## src/rtl/capture_ctrl.sv

```systemverilog
// Capture controller: ring-buffer sample capture into LUT-RAM, programmable post-trigger
// length, then newest-first readback streamed over a valid/ready handshake.
module capture_ctrl #(
  parameter int WIDTH = 32,
  parameter int DEPTH = 4
) (
  input  logic             clk_i,
  input  logic             rst_i,
  input  logic             arm_i,
  input  logic             abort_i,
  input  logic [DEPTH:0]   cfg_delay_i,
  input  logic [DEPTH:0]   cfg_read_i,
  input  logic             smpl_valid_i,
  input  logic [WIDTH-1:0] smpl_i,
  input  logic             trg_i,
  output logic             mem_en_o,
  output logic             mem_we_o,
  output logic [DEPTH-1:0] mem_addr_o,
  output logic [WIDTH-1:0] mem_d_o,
  input  logic [WIDTH-1:0] mem_d_i,
  output logic             tx_valid_o,
  input  logic             tx_ready_i,
  output logic [WIDTH-1:0] tx_data_o,
  output logic             busy_o,
  output logic             done_o
);

  localparam int N = 2 ** DEPTH;
  localparam logic [DEPTH:0] N_CNT = (DEPTH+1)'(N);

  typedef enum logic [2:0] {
    IDLE,
    ARMED,
    POST,
    RD_REQ,
    RD_WAIT,
    SEND
  } state_t;

  state_t             state_q, state_d;
  logic [DEPTH-1:0]   wr_ptr_q, wr_ptr_d;
  logic [DEPTH-1:0]   rd_ptr_q, rd_ptr_d;
  logic [DEPTH:0]     dly_cnt_q, dly_cnt_d;
  logic [DEPTH:0]     rd_cnt_q, rd_cnt_d;
  logic [WIDTH-1:0]   tx_data_q, tx_data_d;
  logic               tx_valid_q, tx_valid_d;
  logic               done_q, done_d;
  logic               wr_fire;
  logic               enter_rd;

  always_ff @(posedge clk_i or posedge rst_i) begin
    if (rst_i) begin
      state_q    <= IDLE;
      wr_ptr_q   <= '0;
      rd_ptr_q   <= '0;
      dly_cnt_q  <= '0;
      rd_cnt_q   <= '0;
      tx_data_q  <= '0;
      tx_valid_q <= 1'b0;
      done_q     <= 1'b0;
    end else begin
      state_q    <= state_d;
      wr_ptr_q   <= wr_ptr_d;
      rd_ptr_q   <= rd_ptr_d;
      dly_cnt_q  <= dly_cnt_d;
      rd_cnt_q   <= rd_cnt_d;
      tx_data_q  <= tx_data_d;
      tx_valid_q <= tx_valid_d;
      done_q     <= done_d;
    end
  end

  // An abort in the same cycle as a sample suppresses the write so wr_ptr stays consistent.
  assign wr_fire = ((state_q == ARMED) || (state_q == POST)) && smpl_valid_i && !abort_i;

  always_comb begin
    state_d    = state_q;
    wr_ptr_d   = wr_ptr_q;
    rd_ptr_d   = rd_ptr_q;
    dly_cnt_d  = dly_cnt_q;
    rd_cnt_d   = rd_cnt_q;
    tx_data_d  = tx_data_q;
    tx_valid_d = tx_valid_q;
    done_d     = 1'b0;
    enter_rd   = 1'b0;
    mem_en_o   = 1'b0;
    mem_we_o   = 1'b0;
    mem_addr_o = '0;
    mem_d_o    = '0;

    if (wr_fire) begin
      mem_en_o   = 1'b1;
      mem_we_o   = 1'b1;
      mem_addr_o = wr_ptr_q;
      mem_d_o    = smpl_i;
      wr_ptr_d   = wr_ptr_q + DEPTH'(1);
    end

    case (state_q)
      IDLE: begin
        if (arm_i) begin
          state_d   = ARMED;
          dly_cnt_d = cfg_delay_i;
          rd_cnt_d  = (cfg_read_i > N_CNT) ? N_CNT : cfg_read_i;
        end
      end
      ARMED: begin
        if (wr_fire && trg_i) begin
          if (dly_cnt_q == '0) begin
            enter_rd = 1'b1;
          end else begin
            state_d = POST;
          end
        end
      end
      POST: begin
        if (wr_fire) begin
          dly_cnt_d = dly_cnt_q - (DEPTH+1)'(1);
          if (dly_cnt_q == (DEPTH+1)'(1)) begin
            enter_rd = 1'b1;
          end
        end
      end
      RD_REQ: begin
        mem_en_o   = 1'b1;
        mem_addr_o = rd_ptr_q;
        state_d    = RD_WAIT;
      end
      RD_WAIT: begin
        tx_data_d  = mem_d_i;
        tx_valid_d = 1'b1;
        state_d    = SEND;
      end
      SEND: begin
        if (tx_ready_i) begin
          tx_valid_d = 1'b0;
          rd_cnt_d   = rd_cnt_q - (DEPTH+1)'(1);
          rd_ptr_d   = rd_ptr_q - DEPTH'(1);
          if (rd_cnt_q == (DEPTH+1)'(1)) begin
            state_d = IDLE;
            done_d  = 1'b1;
          end else begin
            state_d = RD_REQ;
          end
        end
      end
      default: state_d = IDLE;
    endcase

    // The last write lands at wr_ptr_q, which is therefore the newest sample.
    if (enter_rd) begin
      rd_ptr_d = wr_ptr_q;
      if (rd_cnt_q == '0) begin
        state_d = IDLE;
        done_d  = 1'b1;
      end else begin
        state_d = RD_REQ;
      end
    end

    if (abort_i && (state_q != IDLE)) begin
      state_d    = IDLE;
      tx_valid_d = 1'b0;
      done_d     = 1'b0;
    end
  end

  assign tx_valid_o = tx_valid_q;
  assign tx_data_o  = tx_data_q;
  assign busy_o     = (state_q != IDLE);
  assign done_o     = done_q;

endmodule

```

## config.mk

```make
export PLATFORM = sky130hd
export DESIGN_NAME = capture_ctrl
export DESIGN_NICKNAME = d
export VERILOG_FILES = /design/src/rtl/capture_ctrl.sv
export SDC_FILE = /design/constraint.sdc
export NUM_CORES = 1
export LEC_CHECK = 0
export ABC_AREA = 1
export CORE_MARGIN = 1
export CORE_UTILIZATION = 43
export CTS_CLUSTER_DIAMETER = 150
export DETAILED_ROUTE_END_ITERATION = 6
export MAX_ROUTING_LAYER = met4
export PLACE_DENSITY = 0.85
export SLEW_MARGIN = 20
export SYNTH_ARGS = -nofsm -noshare
export SYNTH_HDL_FRONTEND = slang
export SYNTH_SLANG_ARGS = --single-unit
```

## constraint.sdc

```tcl
create_clock -name clk_i -period 4.3 [get_ports clk_i]
set_input_delay 1.075 -clock clk_i [delete_from_list [all_inputs] [get_ports clk_i]]
set_output_delay 1.075 -clock clk_i [all_outputs]
set_load 0.1 [all_outputs]
```

# Word-level counts from Yosys, hierarchy flattened
# Cells that the tools add are included.
[op_classes] shifts=0 multipliers=0 addsub=4 eq_ne=16 bitwise_logic=0 magnitude_cmp=1 div_mod_pow=0 n_reduce_logical=20 n_mux=38
[ops] operator="$mux 32" n=1
[ops] operator="$mux 5" n=5
[ops] operator="$mux 4" n=5
[ops] operator="$pmux 5 s2" n=2
[ops] operator="$mux 3" n=6
[ops] operator="$pmux 3 s6" n=1
[ops] operator="$mux 1" n=14
[ops] operator="$eq 5x1->1 const B" n=2
[ops] operator="$logic_not 5->1" n=2
[ops] operator="$sub 5x1->5 const B" n=2
[ops] operator="$ne 4x4->1 const B" n=2
[ops] operator="$reduce_bool 2->1" n=4
[ops] operator="$eq 3x2->1 const B" n=2
[ops] operator="$eq 3x3->1 const B" n=2
[ops] operator="$ne 2x2->1 const B" n=3
[ops] operator="$reduce_and 3->1" n=2
[ops] operator="$reduce_bool 3->1" n=2
[ops] operator="$gt 5x5->1 const B" n=1
[ops] operator="$reduce_and 5->1" n=1
[ops] operator="$add 4x1->4 const B" n=1
[ops] operator="$logic_and 1x1->1" n=4
[ops] operator="$mux 2" n=2
[ops] operator="$ne 4x2->1 const B" n=1
[ops] operator="$ne 4x3->1 const B" n=1
[ops] operator="9 further kinds" n=11
[totals] out_inout_bits=73 latchBits=0 register_bits=55 mem_count=0 rom_bits=0 ramBits=0 wordCells=87

# Longest topological paths before layout
[depth] depth_word=9 depth_mapped=13 ltp_nobuf=13

# Least setup slack after synthesis
# No wires, ideal clock.
[synth_timing] path_type="input -> output" startpoint="in smpl_valid_i" endpoint="out mem_addr_o[2]" required_time_ns=3.225 arrival_ns=3.594 path_buffers=0 stages=4 setup_slack_ns=-0.369 path_cell_list="inv_1 -> nor2_2 -> nand2_4 -> o21ai_0"
[synth_between] elab_chain_len=4
[synth_rtl] item="start, declared" line_no="13" source="input logic smpl_valid_i,"
[synth_rtl] item="$logic_and 1x1->1 (2 in series)" line_no="74" source="assign wr_fire = ((state_q == ARMED) || (state_q == POST)) && smpl_valid_i && !abort_i;"
[synth_rtl] item="$mux 4" line_no="91" source="if (wr_fire) begin"
[synth_rtl] item="$mux 4" line_no="99" source="case (state_q)"
[synth_rtl] item="end, declared" line_no="18" source="output logic [DEPTH-1:0] mem_addr_o,"
# Every way passes these cells.

# Final worst setup path
[layout_timing] startpoint="in abort_i" endpoint="out mem_addr_o[0]"
[layout_between] elab_chain_len=4
[layout_rtl] item="start, declared" line_no="10" source="input logic abort_i,"
[layout_rtl] item="$logic_not 1->1" line_no="74"
[layout_rtl] item="$logic_and 1x1->1" line_no="74"
[layout_rtl] item="$mux 4" line_no="91"
[layout_rtl] item="$mux 4" line_no="99"
# Every way passes these cells.

==> impl_metrics.csv <==
group,metric,value,unit
run_status,status,"finished clean",
finish,layout-drive-gt1-share,13.7,%
cts,path_clk_slew,0.10,ns
placed_design,routabilityCongestion,0.867,
pwr,p_leak,2.55,nW
finish,stdcell_count,657,
setup_path,start_kind,"input port",
timing,post-route-period-util,90.2,%
setup_path,critPathKind,"input port to output port",
timing,period_needed,3.88,ns
cts,cts.sinks,55,
finish,most-common-layout-cells,"nand2_1 (136), clkdlybuf4s50_1 (115), inv_1 (59)",
yosys,mappedNetlistArea,3040,um2
grt,grt_pass1_wl,13600,um
setup_path,cp-end-kind,"output port",
cts,post_cts_buffers,0,
yosys,yosys_most_used_dff,"dfrtp_1",
finish,area_delta_synth_final,68.7,%
placed_design,portBuffers,153,
drt,routedWlPerCell,12.3,um
finish,n_antenna_cell,0,
finish,fillers,485,
drt,ant_nets,0,
die,start_util,44.7,%
timing,fin_tns_setup,0,ns
drt,vias,3115,
cts,cts_max_level,2,
drt,drt_iter0_drc,118,
die,chipHeight,86.1,um
cts,cts_resized,0,
finish,layout.nets,649,
worst_hold_path,min_path_type,"flip-flop to flip-flop",
timing,clock_skew,0.00428,ns
yosys,async_reset_ff_share,100,%
setup_path,required,3.22,ns
timing,rsz0062_at_grt,"no",
die,num_io_pins,154,
drt,wl,8060,um
timing,maxSlewHeadroom,32.9,%
yosys,ys_ff_latch,55,
timing,maxSlewViolCount,0,
grt,grt.overflow.total,0,
yosys,yosys_warnings,0,
finish,layout_commonest_cell,"nand2_1",
cts,hold_buffers,0,
drt,drc_errors,0,
grt,grt_pass1_vias,3106,
finish,regArea,1380,um2
setup_path,worst-path-max-fanout,37,
yosys,synth_nets,498,
yosys,synth_cells,409,
cts,cts_root_buffer,"clkbuf_8",
pwr,power.density,832,nW/um2
cts,clk_latency,0.30,ns
yosys,syn_avg_cell_area,7.43,um2
drt,dr.pass1.iters,4,
job,drv_cap,0,
finish,multi_input_area,1350,um2
cts,clockBufferDepth,2,
die,die_w,86.1,um
placed_design,hpwl,6240,um
yosys,ys_types,35,
placed_design,placed_cells,649,
pwr,ir_worst_vdd,0.791,mV
yosys,synth_edf_count,0,
cts,cts_tree,"built",
timing,fmax,258,MHz
grt,grt_start_max_net_pins,56,
die,rows,30,
grt,track_usage,23.7,%
yosys,seq_area_frac_synth,45.3,%
timing,finalSetupViolCount,0,
timing,finalHoldViolations,0,
timing,tightest_slew,1.00,ns
die,core,6790,um2
setup_path,arrival,2.80,ns
drt,via_per_inst,4.74,
cts,numCtsBuffers,5,
die,die_area,7410,um2
grt,antenna_found_initial,0,
==> sequential cells by signal (all words and copies together) (netlist names) <==
signal,count
state_q,3
rd_cnt_q,5
rd_ptr_q,4
tx_valid_o,1
dly_cnt_q,5
wr_ptr_q,4
tx_data_o,32
done_o,1
==> layer usage <==
layer  track usage, %  share of wire [%]  wire, um
met4             6.97                2.0       159
met2             39.9                 49      3960
met1             28.2                 40      3250
met5                -                  0         0
met3             5.68                8.6       694
==> report_power, final <==
part           switching, W  internal [W]
logic               0.00223      0.000790
registers          0.000178      0.000766
clock network      0.000170      0.000132
==> per-stage QoR <==
stage,total power [W],cell area (um2),hold WS (ns),setup slack [ns],util [%]
floorplan,0.00315,3040,0.452,0.260,-
global placement,0.00390,5020,0.455,0.463,74.0
detailed placement,0.00397,5030,0.458,0.400,74.0
CTS,0.00428,5130,0.483,0.403,75.5
global route,0.00450,5130,0.506,0.247,75.5
finish,0.00427,5130,0.477,0.422,75.5
==> cell type report <==
type	count	area share, %
Timing Repair Buffer	154	37.4
Sequential cell	55	26.8
Multi-Input combinational cell	276	26.3
Inverter	68	5.15
Tap cell	96	2.34
Clock buffer	6	1.61
Clock inverter	2	0.317
==> synth_stat cells, types with 5 or more instances <==
cell type	count	area, um2
nand2_1	136	510
buf_2	6	30.0
a21oi_1	8	40.0
inv_1	60	225
nand2_4	5	56.3
nand2_2	6	37.5
ha_1	8	100
nor2_1	49	184
o21ai_0	18	90.1
dfrtp_1	55	1380
nand3_1	9	45.0
nor2_2	5	31.3
inv_2	5	18.8
==> critical path, cell delays in order <==
cell and delay (ns):
clkdlybuf4s50_1 0.47, nor2_2 0.32, nand2_4 0.28, clkinv_2 0.20, nand2_2 0.07, o21ai_0 0.15
buf_12 0.22
==> worst paths after layout <==
path	startpoint	end	slack [ns]	cells past startpoint
hold / removal	tx_data_o[30]	tx_data_o[30]	0.48	2
setup reg to reg	state_q[0]	wr_ptr_q[3]	2.40	8
min in group asynchronous	rst_i	rd_cnt_q[3]	1.20	2
hold reg to reg	tx_data_o[30]	tx_data_o[30]	0.48	2
setup / recovery	abort_i	mem_addr_o[0]	0.42	7
max in group asynchronous	rst_i	rd_ptr_q[1]	2.65	2
==> cell families after synthesis <==
kind of cell / synth area share, %
xor+xnor: 2.02
compound gates: 8.20
buf+inv: 10.3
simple gates: 30.8
flops: 45.3
fa+ha+maj: 3.30
Power figures use the tool's default switching activity.
